**src/rtl/instr_fetch_queue.sv**
```systemverilog
// instr_fetch_queue
//   Front end of the systolic-array controller. Buffers host instructions in
//   a FIFO and issues one per cycle on a registered bus (0 = NOP). Issue is
//   held while a compute instruction runs (until compute_done) and after a
//   HALT (until resume).
//
// Ports
//   clk, rst                  clock, async active-high reset
//   host_instr/valid/ready    host write side; ready = (count < DEPTH)
//   compute_done, resume      pulses releasing WAIT_COMPUTE / HALTED
//   instruction               registered issued instruction, 0 when idle
//   busy, halted              state flags (WAIT_COMPUTE, HALTED)
//   fifo_count                FIFO occupancy
//   overflow_err              sticky: host offered data while not ready
//
// state        | meaning
// -------------+-----------------------------------------------
// ST_FETCH     | issuing from FIFO whenever it is non-empty
// ST_WAIT      | compute running, no issue until compute_done
// ST_HALT      | HALT issued, no issue until resume
module instr_fetch_queue #(
   parameter int DEPTH   = 16,
   parameter int INSTR_W = 64,
   parameter int CNT_W   = $clog2(DEPTH+1)
) (
   input  logic               clk,
   input  logic               rst,
   input  logic [INSTR_W-1:0] host_instr,
   input  logic               host_valid,
   output logic               host_ready,
   input  logic               compute_done,
   input  logic               resume,
   output logic [INSTR_W-1:0] instruction,
   output logic               busy,
   output logic               halted,
   output logic [CNT_W-1:0]   fifo_count,
   output logic               overflow_err
);

   localparam int PTR_W = $clog2(DEPTH);

   localparam logic [1:0] ST_FETCH = 2'd0;
   localparam logic [1:0] ST_WAIT  = 2'd1;
   localparam logic [1:0] ST_HALT  = 2'd2;

   localparam logic [4:0] OP_COMP_A = 5'b00001;
   localparam logic [4:0] OP_COMP_B = 5'b00010;
   localparam logic [4:0] OP_HALT   = 5'b11111;

   logic [INSTR_W-1:0] mem_q [DEPTH];
   logic [PTR_W-1:0]   wr_ptr_q, wr_ptr_d;
   logic [PTR_W-1:0]   rd_ptr_q, rd_ptr_d;
   logic [CNT_W-1:0]   count_q, count_d;
   logic [1:0]         state_q, state_d;
   logic [INSTR_W-1:0] instr_q, instr_d;
   logic               ovf_q, ovf_d;
   logic               push, pop;
   logic [INSTR_W-1:0] head;

   // Ready depends only on the current count: a full FIFO never accepts,
   // even if it is being popped in the same cycle.
   assign host_ready = (count_q < CNT_W'(DEPTH));
   assign push       = host_valid && host_ready;
   assign pop        = (state_q == ST_FETCH) && (count_q != '0);
   assign head       = mem_q[rd_ptr_q];

   always_comb begin
      wr_ptr_d = wr_ptr_q;
      rd_ptr_d = rd_ptr_q;
      count_d  = count_q;
      state_d  = state_q;
      instr_d  = '0;
      ovf_d    = ovf_q | (host_valid & ~host_ready);

      // Pointers wrap naturally because DEPTH is a power of two.
      if (push) wr_ptr_d = wr_ptr_q + PTR_W'(1);
      if (pop)  rd_ptr_d = rd_ptr_q + PTR_W'(1);

      case ({push, pop})
         2'b10:   count_d = count_q + CNT_W'(1);
         2'b01:   count_d = count_q - CNT_W'(1);
         default: count_d = count_q;
      endcase

      case (state_q)
         ST_FETCH: begin
            if (pop) begin
               instr_d = head;
               if (head[4:0] == OP_COMP_A || head[4:0] == OP_COMP_B)
                  state_d = ST_WAIT;
               else if (head[4:0] == OP_HALT)
                  state_d = ST_HALT;
            end
         end
         ST_WAIT: if (compute_done) state_d = ST_FETCH;
         ST_HALT: if (resume)       state_d = ST_FETCH;
         default: state_d = ST_FETCH;
      endcase
   end

   always_ff @(posedge clk or posedge rst) begin
      if (rst) begin
         wr_ptr_q <= '0;
         rd_ptr_q <= '0;
         count_q  <= '0;
         state_q  <= ST_FETCH;
         instr_q  <= '0;
         ovf_q    <= 1'b0;
      end else begin
         wr_ptr_q <= wr_ptr_d;
         rd_ptr_q <= rd_ptr_d;
         count_q  <= count_d;
         state_q  <= state_d;
         instr_q  <= instr_d;
         ovf_q    <= ovf_d;
      end
   end

   // Storage needs no reset; entries are only read after being written.
   always_ff @(posedge clk) begin
      if (push) mem_q[wr_ptr_q] <= host_instr;
   end

   assign instruction  = instr_q;
   assign busy         = (state_q == ST_WAIT);
   assign halted       = (state_q == ST_HALT);
   assign fifo_count   = count_q;
   assign overflow_err = ovf_q;

endmodule

```
**config.mk**
```make
export PLATFORM = sky130hd
export DESIGN_NAME = instr_fetch_queue
export DESIGN_NICKNAME = d
export VERILOG_FILES = /design/src/rtl/instr_fetch_queue.sv
export SDC_FILE = /design/constraint.sdc
export NUM_CORES = 1
export LEC_CHECK = 0
export BUFFER_PORTS_ARGS = -buffer_cell sky130_fd_sc_hd__clkbuf_2
export CORE_MARGIN = 10
export CORE_UTILIZATION = 58
export CTS_BUF_LIST = sky130_fd_sc_hd__clkbuf_4 sky130_fd_sc_hd__clkbuf_8
export CTS_CLUSTER_SIZE = 25
export DETAILED_ROUTE_END_ITERATION = 8
export PLACE_DENSITY_LB_ADDON = 0.2
export SYNTH_ARGS = -nofsm -noshare
export SYNTH_HDL_FRONTEND = slang
export SYNTH_SLANG_ARGS = --single-unit
```
**constraint.sdc**
```tcl
create_clock -name clk -period 3.1 [get_ports clk]
set_clock_uncertainty 0.2 [all_clocks]
set_input_delay 0.465 -clock clk [delete_from_list [all_inputs] [get_ports clk]]
set_output_delay 0.465 -clock clk [all_outputs]
set_load 0.005 [all_outputs]
```
# == Word-level counts from Yosys, hierarchy flattened ==
# Memory sizes are Yosys's and may differ from the RTL's.
# Index checks and enable logic that the tools add are counted.
# word_totals
output_inout_bits,73
ff_bits,80
input_bits,69
rom_bits,0
memories,1
word_cells,44
mem_bits_rw,1024
latchBits,0
# memory_table
memory,depth,width,read_ports,rd_clocked_by_memory_dff,wr,line_no,source
mem_q,16,64,1,0,1,50,logic [INSTR_W-1:0] mem_q [DEPTH];
# classes
bitwise_logic,3
div_mod_pow,0
shifts,0
n_mul,0
n_reduce_logical,7
eq_ne,11
n_addsub,4
order_cmp,1
muxes,11
# ops
cell,n
$mux W64,2
$mux W2,5
$pmux W5 S2,1
$add A4 B1 Y4 const B,2
$ne A2 B2 Y1 const B,3
$pmux W2 S3,1
$add A5 B1 Y5 const B,1
$eq A5 B1 Y1 const B,1
$eq A5 B2 Y1 const B,1
$eq A5 B5 Y1 const B,1
$lt A5 B5 Y1 const B,1
$reduce_bool A5 Y1,1
$sub A5 B1 Y5 const B,1
$eq A2 B1 Y1 const B,2
$eq A2 B2 Y1 const B,2
$reduce_and A4 Y1,1
$ne A3 B1 Y1 const B,1
$logic_and A1 B1 Y1,2
$logic_not A2 Y1,1
$mux W1,2
$reduce_bool A2 Y1,1
$and A1 B1 Y1,1
$logic_or A1 B1 Y1,1
$not A1 Y1,1
$or A1 B1 Y1,1

# == Longest topological paths before layout ==
# Gate-level depths: netlist of run 1.
# An unclocked memory read counts as a cell.
# logic_depth
ltp_word,6
depth_mapped,11
depth_no_buf,10

# == Worst setup path after synthesis of run 1 ==
# Ideal clock, no wire load.
# synth_path
path_kind,input to register
from,input host_valid
to,memory mem_q[10][0] (enable)
t_required_ns,2.471
setup_ns,0.429
stages,5
path_buffers,1
arrival_ns,2.743
setup_slack_ns,-0.271
cell_sequence,nor2b_1 > clkbuf_1 > inv_1 > nor3b_1 > and2_1
# synth_via
elab_chain_len,3
# synth_rtl
element,line_no,source
from (decl),29,"input logic host_valid,"
$logic_and A1 B1 Y1,63,assign push = host_valid && host_ready;
$mux W1,121,if (push) mem_q[wr_ptr_q] <= host_instr;
$mux W1 (implied by the code),121,
to (decl),50,
# Every way passes these cells.

# == Worst setup path after layout of run 1 ==
# layout_path
from,register count_q[3] (netlist: fifo_count[3])
to,register count_q[4] (netlist: fifo_count[4])
# layout_via
elab_chain_len,4
elab_cells_between_ends,10
cone_classes,add/sub: 2; order compare: 1; eq/ne: 2; mux: 1; reduce/logical: 4
# layout_rtl
element,line_no,source
from (decl),53,"logic [CNT_W-1:0] count_q, count_d;"
from (signal assigned),112,count_q <= count_d;
$lt A5 B5 Y1 / $reduce_bool A5 Y1 (equally long branches),"62, 64",
$logic_and A1 B1 Y1 (on tied branches),"63, 64",
$eq A2 B1 Y1 / $eq A2 B2 Y1 (equally long branches),79,"case ({push, pop})"
$pmux W5 S2 / $reduce_bool A2 Y1 (equally long branches),n/a,
# Parallel ways exist; a longest one is shown, timed or not.
# A chain may end at the register's enable or synchronous reset.

==> summary.md, run 1 <==
| Metric | Value |
|---|---|
| Share of total power in sequential cells | `44.2%` |
| Post-layout min period | `2.79 ns` |
| Avg Cell Area, Syn | `24.8 µm²` |
| Final hold vios | `0` |
| Clock power share | `28.7%` |
| Cell Rows | `97` |
| Worst EP required | `3.56 ns` |
| Final wirelength | `89.4 mm` |
| # IOs | `142` |
| Clock latency on the worst-skew pair | `0.80 ns` |
| Worst Setup Path Type | `flip-flop to flip-flop` |
| Syn_nets | `1749` |
| Initial antenna violation count | `8` |
| Most common cell after layout, fill and taps aside | `edfxtp_1` |
| Share of layout cells above drive strength 1 | `38.6%` |
| Die Width | `287 µm` |
| Starting density of the core | `58.8%` |
| Setup TNS | `0 ns` |
| CTS tree | `built` |
| GRT Util Overall | `22.4%` |
| Largest area contributor in the netlist | `edfxtp_1` |
| Synth warn | `0` |
| Post-synth top area share | `74.3%` |
| F_max | `0.358 GHz` |
| H-Tree Depth | `4` |
| Vias in the first global route | `20300` |
| DR top layer | `met5` |
| Mapped Area | `41400 µm²` |
| Fill count | `4326` |
| CTS root buf | `clkbuf_8` |
| Placed inst area | `44000 µm²` |
| Largest fanout on the critical path | `5` |
| CP Capture Type | `flip-flop` |
| Hold-fix buffers at CTS | `68` |
| PostCTS Resize Cnt | `0` |
| Min setup slack post-route | `0.307 ns` |
| Pwr dens | `869 nW/µm²` |
| Placement Setup Slack | `0.286 ns` |
| RSZ-0062 raised after global routing | `false` |
| Routed len/inst | `28.6 µm` |
| Total power | `41800 µW` |
| Pre-antenna DRT Iters | `5` |
| Core Area | `70400 µm²` |
| P_sw | `11400 µW` |
| Vias per cell | `6.12` |
| First-pass GRT wire length | `135 mm` |
| Placed wire-length estimate | `47.0 mm` |
| Yosys cell types | `31` |
| Period utilisation layout | `90.1%` |
| Critical Path Start Type | `flip-flop` |
| Maximum vdd drop | `0.000651 V` |
| Met1 wire length | `36.3 mm` |
| Reg2reg setup slack | `0.31 ns` |
| Wire length on met3 | `6.67 mm` |
| Pin count of the biggest net entering global routing | `65` |
| Die area | `82400 µm²` |
| # Post-CTS Setup Buffers | `0` |
| Status | `finished, final reports clean` |
| Post-Syn Instances | `1670` |
| Total number of vias | `19100` |
| Max-cap violations | `0` |
| Leakage | `0.0159 µW` |
| Overflow after GRT | `0` |
| # DRC | `0` |
| Setup Viol. Count Final | `0` |
| Flops & latches, synth | `1104` |
| Most frequent cells in the layout | `edfxtp_1 (1024), mux4_2 (315), clkbuf_8 (193)` |
| Post-route insts no fill | `3122` |
| Slew Limit Fails | `0` |
| IO Port Bufs | `141` |
| Placed insts | `2740` |
| Nets | `2118` |
| Area growth, synth to finish | `16.3%` |
| Register area share after synthesis | `79.1%` |
| CTS Buf Count | `169` |
| ANT nets after route | `0` |
| Hold crit path type | `input pin to async pin` |
| Ranking of synthesized cells by area | `edfxtp_1 (74%), mux4_2 (17%), dfrtp_1 (4.8%)` |
| Routed wl met2 | `44.8 mm` |
| Pint | `30400 µW` |
| Slew HR | `29.3%` |
| DR iter-0 viols | `1990` |
| # clock sinks | `1104` |
| Sw Share | `27.4%` |
| Die Y | `287 µm` |
| Comb power frac | `27.1%` |
| WP data arrival | `3.26 ns` |
| GP Congestion | `0.761` |
| Maximum buffer depth of the clock tree | `3` |
| Worst-path clk slew | `0.06 ns` |
| Slew at the pin closest to its max-slew limit | `1.06 ns` |
| Post-Layout Inst Area | `48100 µm²` |
==> flip-flops by register name, summed over array words and instances, names as in the netlist <==
| name | cells |
|---|---|
| mem_q | 1024 |
| instruction | 64 |
| fifo_count | 5 |
| rd_ptr_q | 4 |
| wr_ptr_q | 4 |
| state_q | 2 |
| overflow_err | 1 |
==> per-layer routing <==
layer	track usage (%)	vias up
li1	-	7879
met1	31.1	10300
met2	35.7	788
met3	5.29	128
met4	5.92	10
met5	0	-
==> power groups by stage <==
stage | Clock [µW] | Combinational (µW) | Sequential (µW)
2_1_floorplan | 0 | 8200 | 18400
3_3_place_gp | 0 | 11200 | 18800
3_5_place_dp | 0 | 11400 | 18800
4_1_cts | 12300 | 11500 | 18500
5_1_grt | 12900 | 12200 | 18600
6_report | 12000 | 11300 | 18500
==> worst max-delay path, cell delays in order (launching register included) <==
cell and delay (ns):
dfrtp_1 0.42, nor3_1 0.30, a211o_1 0.22, inv_2 0.04
ha_1 0.26, fa_1 0.44, a21o_1 0.19, a21oi_1 0.18
xor2_1 0.20, nor2_1 0.08, xnor2_1 0.13
==> cells by family (layout without fill, tap and decap cells) <==
group | count (synthesis) | in the layout | share of synthesized area, %
XOR/XNOR | 12 | 12 | 0.254
AO/OA/AOI/OAI | 20 | 20 | 0.333
other | 0 | 3 | 0
flip-flops | 1104 | 1104 | 79.1
adder cells (fa/ha/maj) | 10 | 10 | 0.320
AND/OR/NAND/NOR | 118 | 118 | 1.63
buffers and inverters | 90 | 599 | 1.17
multiplexers | 316 | 316 | 17.2
==> cell usage after synthesis, drive strengths merged <==
library cell	number
nor3	3
nand4	2
a31oi	4
a21o	3
a21oi	2
fa	1
xnor2	9
and3	1
mux4	315
nand2	15
and2	76
ha	9
nor2	4
buf	42
o21ai	3
a22oi	5
dfrtp	80
edfxtp	1024
nor2b	5
nor3b	1
a211o	1
o2bb2ai	1
inv	8
clkbuf	40
xor2	3
mux2	1
nand3	11
a32o	1
==> layout make-up <==
class	count	area [µm²]	share of cell area, %
Antenna cell	3	7.51	0.0156
Inverter	8	32.5	0.0676
Tap cell	940	1180	2.44
Clock buffer	269	3230	6.70
Timing Repair Buffer	280	2490	5.18
Multi-Input combinational cell	476	8200	17.0
Sequential cell	1104	32800	68.1
Clock inverter	42	234	0.486
==> path summary, 6_finish.rpt <==
check                                               start                         to  cells after the start
worst min-delay path                                  rst  instruction[45]$_DFF_PP0_                      3
worst max register to register  fifo_count[3]$_DFFE_PP0P_  fifo_count[4]$_DFFE_PP0P_                     10
worst max-delay path            fifo_count[3]$_DFFE_PP0P_  fifo_count[4]$_DFFE_PP0P_                     10
max in group asynchronous                             rst   instruction[6]$_DFF_PP0_                      4
min in group clk                   overflow_err$_DFF_PP0_     overflow_err$_DFF_PP0_                      1
worst min register to register     overflow_err$_DFF_PP0_     overflow_err$_DFF_PP0_                      1
==> per-stage QoR <==
stage / hold WS [ns] / utilization, %
floorplan: 0.251 / -
finish: 0.0671 / 68.4
CTS: 0.0189 / 68.4
detailed placement: 0.245 / 62.5
global placement: 0.240 / 62.5
global route: 0.0550 / 68.4
Note: power is estimated with default switching activity, not from simulation.
==> inputs of run 2 (changes only) <==
CORE_UTILIZATION = 55   (was 58)
CTS_BUF_LIST = default   (was sky130_fd_sc_hd__clkbuf_4 sky130_fd_sc_hd__clkbuf_8)
==> run 2 against run 1 <==
Highest routed layer unchanged. Sequential power about the same. Critical path type unchanged. Count of clock-buffer cells in the layout shrank 119. Non-clock buffer count down 50.
==> summary.md, run 2 (same netlist as run 1, synthesis figures left out) <==
| Metric | Value |
|---|---|
| Setup TNS | `0 ns (unchanged)` |
| Clock power share | `29.4% (+0.7 points)` |
| Vias in the first global route | `19500 (-3.9%)` |
| # clock sinks | `1104 (unchanged)` |
| CP cell instances | `buf_4 > mux4_2 > nand3_1 > a31oi_1 > nand3_1 > o2bb2ai_1` |
| Total number of vias | `18600 (-2.7%)` |
| RSZ-0062 raised after global routing | `false` |
| Worst path top cell family by delay | `flip-flops` |
| # DRC | `0 (unchanged)` |
| Worst Hold Launch | `host_instr[23]` |
| FF/Latch Area | `32800 µm² (unchanged)` |
| Routed wl met2 | `44.5 mm (-0.88%)` |
| Initial antenna violation count | `9 (+1)` |
| Placement Setup Slack | `0.321 ns (+0.0356 ns)` |
| Status | `finished, final reports clean` |
| Min setup slack post-route | `0.288 ns (-0.0184 ns)` |
| Post-layout util | `64.0% (-4.4 points)` |
| Die Y | `294 µm (+2.5%)` |
| Worst-path clk slew | `0.06 ns (about the same)` |
| Leakage | `0.0156 µW (-2.1%)` |
| CTS tree | `built` |
| Overflow after GRT | `0 (unchanged)` |
| Share of total power in sequential cells | `43.4% (-0.8 points)` |
| Core Area | `74600 µm² (+5.9%)` |
| Pre-antenna DRT Iters | `5 (unchanged)` |
| H-Tree Depth | `3 (-1)` |
| P_sw | `11500 µW (+0.21%)` |
| Met1 wire length | `37.5 mm (+3.5%)` |
| Critical Path Start Type | `flip-flop` |
| Die area | `86600 µm² (+5.1%)` |
| Die Width | `294 µm (+2.5%)` |
| Pin count of the biggest net entering global routing | `65 (unchanged)` |
| Post-layout min period | `2.81 ns (+0.0184 ns)` |
| Pwr dens | `892 nW/µm² (+2.6%)` |
| Final hold vios | `0 (unchanged)` |
| RR Startpoint | `rd_ptr_q[1]$_DFFE_PP0P_` |
| Routed len/inst | `30.4 µm (+6.2%)` |
| ANT nets after route | `0 (unchanged)` |
| Largest fanout on the critical path | `24 (+19)` |
| Worst Setup Path Type | `flip-flop to flip-flop` |
| Top reg by flops | `mem_q` |
| Multi-input logic area | `8200 µm² (unchanged)` |
| DR top layer | `met5` |
| Maximum vdd drop | `0.000542 V (-17%)` |
| Worst setup startpoint | `rd_ptr_q[1]$_DFFE_PP0P_` |
| Post-route insts no fill | `2989 (-4.3%)` |
| Clock latency on the worst-skew pair | `0.65 ns (-0.15 ns)` |
| Fill count | `4779 (+10%)` |
| Vias per cell | `6.22 (+1.6%)` |
| PostCTS Resize Cnt | `0 (unchanged)` |
| Slew at the pin closest to its max-slew limit | `1.07 ns (+0.00852 ns)` |
| First-pass GRT wire length | `134 mm (-0.64%)` |
| Maximum buffer depth of the clock tree | `3 (unchanged)` |
| Final wirelength | `90.8 mm (+1.6%)` |
| Setup Viol. Count Final | `0 (unchanged)` |
| Hold crit path type | `input pin to flip-flop` |
| CTS root buf | `clkbuf_16` |
| Max FFs per register | `1024 (unchanged)` |
| Nets | `2006 (-5.3%)` |
| Slew Limit Fails | `0 (unchanged)` |
| DR iter-0 viols | `1950 (-2.0%)` |
| Period utilisation layout | `90.7% (+0.59 points)` |
| Crit-path slowest cell | `dfrtp_4` |
| Starting density of the core | `55.5% (-3.3 points)` |
| Sw Share | `27.0% (-0.40 points)` |
| Worst EP required | `3.46 ns (-0.10 ns)` |
| IO Port Bufs | `141 (unchanged)` |
| CP max stage delay | `0.74 ns (+0.30 ns)` |
| Slew HR | `28.7% (-0.57 points)` |
| GRT Util Overall | `21.3% (-1.1 points)` |
| Most common cell after layout, fill and taps aside | `edfxtp_1` |
| Buf/Inv on CP | `1 (unchanged)` |
| Wire length on met3 | `7.31 mm (+9.7%)` |
| Placed wire-length estimate | `47.8 mm (+1.6%)` |
| F_max | `0.356 GHz (-0.65%)` |
| GP Congestion | `0.735 (-3.4%)` |
| Total power | `42500 µW (+1.7%)` |
| CP Capture Type | `flip-flop` |
| Most frequent cells in the layout | `edfxtp_1 (1024), mux4_2 (315), clkbuf_2 (141)` |
| Pint | `31100 µW (+2.3%)` |
| Most used cell, CP | `nand3_1` |
| Cell Rows | `100 (+3.1%)` |
| Max-cap violations | `0 (unchanged)` |
| Area growth, synth to finish | `15.3%` |
| Placed insts | `2773 (+1.2%)` |
| Share of layout cells above drive strength 1 | `35.4% (-3.2 points)` |
| # IOs | `142 (unchanged)` |
| CTS Buf Count | `107 (-37%)` |
| WP data arrival | `3.17 ns (-0.09 ns)` |
| Comb power frac | `27.1% (about the same)` |
## run 2: cell types whose count changed in the layout (fill, tap and decap cells not counted), sizes merged
cell	before	now
buf	71	75
bufinv	1	5
clkbuf	410	291
clkinv	33	39
diode	3	2
dlygate4sd3	68	14
inv	11	9
## run 2: worst paths after layout
check | end | slack (ns) | cells past startpoint
max | state_q[1]$_DFFE_PP0P_ | 0.29 | 6
min | mem_q[13][23]$_DFFE_PP_ | 0.02 | 1
max reg2reg | state_q[1]$_DFFE_PP0P_ | 0.29 | 6
min reg2reg | overflow_err$_DFF_PP0_ | 0.29 | 1
max in group asynchronous | rd_ptr_q[0]$_DFFE_PP0P_ | 1.58 | 4
min in group asynchronous | instruction[31]$_DFF_PP0_ | 0.29 | 3
## run 2: power groups by stage
stage | Combinational, µW | Clock, µW | Sequential [µW]
after floorplan | 8200 | 0 | 18400
after global placement | 11600 | 0 | 18700
after detailed placement | 11700 | 0 | 18800
after CTS | 11800 | 12700 | 18500
after global routing | 12400 | 13400 | 18600
final | 11500 | 12500 | 18500
## run 2: worst reg2reg max path: cells and delay by family (launching register included)
kind	cells	cell delay [ns]
DFF	1	0.74
AOI/OAI and AO/OA	2	0.68
buffers and inverters	1	0.46
and+or+nand+nor	2	0.35
muxes	1	0.30
## run 2: area by class of cell
type                            count  area share, %
Clock inverter                     50          0.810
Inverter                            8         0.0682
Tap cell                          969           2.54
Timing Repair Buffer              230           4.34
Multi-Input combinational cell    476           17.2
Clock buffer                      150           6.38
Sequential cell                  1104           68.7
Antenna cell                        2         0.0105
## run 2: repair_timing
| action | in CTS | in global routing |
|---|---|---|
| endpoints found under the hold margin | 165 | 0 |
| hold buffers | 14 | 0 |
| setup buffers | 0 | 0 |
| setup endpoints to repair | 0 | 0 |
## run 2: through the flow
step                      area [µm²]  hold WS, ns
after floorplan                41400        0.251
after global placement         44100        0.244
after detailed placement       44100        0.280
after CTS                      47700     0.000661
after global routing           47700       0.0245
final                          47700       0.0237
## run 2: per-layer routing
| layer | GRT usage (%) | up-vias |
|---|---|---|
| li1 | - | 7632 |
| met1 | 30.8 | 10100 |
| met2 | 33.6 | 741 |
| met3 | 4.33 | 119 |
| met4 | 4.67 | 16 |
| met5 | 0 | - |
==> inputs of run 3 (changes only) <==
REMOVE_ABC_BUFFERS = 1   (was default)
==> run 3 against run 2 <==
Clock power up 5%. Combinational power about the same. Sequential cell count stayed put. Non-clock buffer count grew 37. Maximum frequency rose by 5.7%. Cell area up 0.98%. Wire length shrank 0.71%. Critical path type unchanged. Critical endpoint is now instruction[28]$_DFF_PP0_. Highest routed layer unchanged.
==> summary.md, run 3 (same netlist as run 1, synthesis figures left out) <==
| Metric | Value |
|---|---|
| Nets | `2042 (+1.8%)` |
| Pre-antenna DRT Iters | `5 (unchanged)` |
| Routed len/inst | `29.8 µm (-2.0%)` |
| Slew HR | `27.2% (-1.5 points)` |
| Die Width | `294 µm (unchanged)` |
| Hold crit path type | `input pin to flip-flop` |
| Worst Setup Path Type | `flip-flop to flip-flop` |
| Pwr dens | `892 nW/µm² (about the same)` |
| Largest fanout on the critical path | `26 (+8.3%)` |
| First-pass GRT wire length | `134 mm (+0.28%)` |
| Maximum buffer depth of the clock tree | `3 (unchanged)` |
| ANT nets after route | `0 (unchanged)` |
| Max FFs per register | `1024 (unchanged)` |
| IO Port Bufs | `141 (unchanged)` |
| Die area | `86600 µm² (unchanged)` |
| DR iter-0 viols | `1768 (-9.3%)` |
| CTS Buf Count | `106 (-0.93%)` |
| H-Tree Depth | `3 (unchanged)` |
| RSZ-0062 raised after global routing | `false` |
| Clock latency on the worst-skew pair | `0.67 ns (+0.02 ns)` |
| Total number of vias | `18700 (+0.51%)` |
| Vias per cell | `6.17 (-0.75%)` |
| WP data arrival | `3.01 ns (-0.16 ns)` |
| Period utilisation layout | `85.8% (-4.9 points)` |
| Hold-fix buffers at CTS | `44 (+30)` |
| Vias in the first global route | `19700 (+1.1%)` |
| Slew at the pin closest to its max-slew limit | `1.09 ns (+0.0227 ns)` |
| Setup Viol. Count Final | `0 (unchanged)` |
| Max-cap violations | `0 (unchanged)` |
| RR Startpoint | `rd_ptr_q[0]$_DFFE_PP0P_` |
| GRT Util Overall | `21.2% (-0.058 points)` |
| CP max stage delay | `0.64 ns (-0.10 ns)` |
| # Post-CTS Setup Buffers | `0 (unchanged)` |
| Most frequent cells in the layout | `edfxtp_1 (1024), mux4_2 (315), clkbuf_2 (141)` |
| Final wirelength | `90.2 mm (-0.71%)` |
| Post-layout min period | `2.66 ns (-0.150 ns)` |
| Final hold vios | `0 (unchanged)` |
| Cell Rows | `100 (unchanged)` |
| Worst-path clk slew | `0.06 ns (about the same)` |
| CP cell instances | `buf_12 > buf_12 > mux4_2 > mux4_2 > and2_1` |
| Core Area | `74600 µm² (unchanged)` |
| # clock sinks | `1104 (unchanged)` |
| FF-to-FF path depth | `5 (-1)` |
| Worst reg2reg endpoint | `instruction[28]$_DFF_PP0_` |
| Starting density of the core | `55.5% (unchanged)` |
| Reg2reg setup slack | `0.44 ns (+0.15 ns)` |
| CP Capture Type | `flip-flop` |
| Critical Path Start Type | `flip-flop` |
| Worst setup startpoint | `rd_ptr_q[0]$_DFFE_PP0P_` |
| Overflow after GRT | `0 (unchanged)` |
| Initial antenna violation count | `2 (-7)` |
| Min setup slack post-route | `0.439 ns (+0.150 ns)` |
| Top reg by flops | `mem_q` |
| F_max | `0.376 GHz (+5.7%)` |
| Die Y | `294 µm (unchanged)` |
| Area growth, synth to finish | `16.4%` |
| Wire length on met3 | `6.23 mm (-15%)` |
| Most common cell after layout, fill and taps aside | `edfxtp_1` |
| Crit-path slowest cell | `dfrtp_4` |
| Leakage | `0.0158 µW (+1.4%)` |
| Placed wire-length estimate | `49.7 mm (+4.0%)` |
| Routed wl met2 | `44.5 mm (+0.13%)` |
| CP Capture Point | `instruction[28]$_DFF_PP0_` |
| Share of layout cells above drive strength 1 | `35.1% (-0.28 points)` |
| Placement Setup Slack | `0.431 ns (+0.110 ns)` |
| Slew Limit Fails | `0 (unchanged)` |
| Met1 wire length | `38.1 mm (+1.6%)` |
| # DRC | `0 (unchanged)` |
| Worst EP required | `3.44 ns (-0.02 ns)` |
| CTS tree | `built` |
| Pin count of the biggest net entering global routing | `65 (unchanged)` |
| Status | `finished, final reports clean` |
| DR top layer | `met5` |
| CTS root buf | `clkbuf_16` |
| Total power | `43000 µW (+1.0%)` |
| PostCTS Resize Cnt | `0 (unchanged)` |
| Maximum vdd drop | `0.000561 V (+3.6%)` |
| # IOs | `142 (unchanged)` |
| GP Congestion | `0.762 (+3.7%)` |
==> run 3: final cells by class <==
type	instances	area, µm²
fillers	4787	26400
repair buffers	267	2390
clock buffers	138	2880
multi-input cells	476	8200
clock inverters	64	707
diodes	1	2.50
well taps	969	1210
flip-flops and latches	1104	32800
inverters	8	32.5
==> run 3: worst max-delay path: cells and delay by family (launching register included) <==
family                 cells  cell delay [ns]
buffers and inverters      2             0.52
DFF                        1             0.64
muxes                      2             1.00
and+or+nand+nor            1             0.17
==> run 3: report_power, final <==
part,internal [µW],total (µW),switching (µW)
clock,7730,13100,5380
combinational,6070,11500,5380
sequential,17700,18400,704
==> run 3: metrics by stage <==
step	instances	utilization [%]	TNS, ns	hold WS, ns	area (µm²)
floorplan	1588	-	-767.95	0.251	40900
global placement	2780	59.2	0	0.251	44200
detailed placement	2780	59.2	0	0.246	44200
CTS	3026	64.6	0	0.00165	48200
global route	3026	64.6	0	0.0362	48200
finish	3027	64.6	0	0.0260	48200
==> run 3: worst min-delay path by stage <==
| stage | cells past startpoint | slack [ns] | startpoint | to |
|---|---|---|---|---|
| after global routing | 1 | 0.04 | host_instr[25] | mem_q[10][25]$_DFFE_PP_ |
| after detailed placement | 1 | 0.25 | overflow_err$_DFF_PP0_ | overflow_err$_DFF_PP0_ |
| after CTS | 1 | 0.002 | host_instr[7] | mem_q[9][7]$_DFFE_PP_ |
| final | 1 | 0.03 | host_instr[55] | mem_q[3][55]$_DFFE_PP_ |
| after floorplan | 1 | 0.25 | overflow_err$_DFF_PP0_ | overflow_err$_DFF_PP0_ |
| after global placement | 1 | 0.25 | overflow_err$_DFF_PP0_ | overflow_err$_DFF_PP0_ |
==> run 3: per-layer routing <==
metal  up-vias  track usage, %
li1       7698               -
met1     10200            30.9
met2       684            33.8
met3        90            3.51
met4         4            4.92
met5         -               0
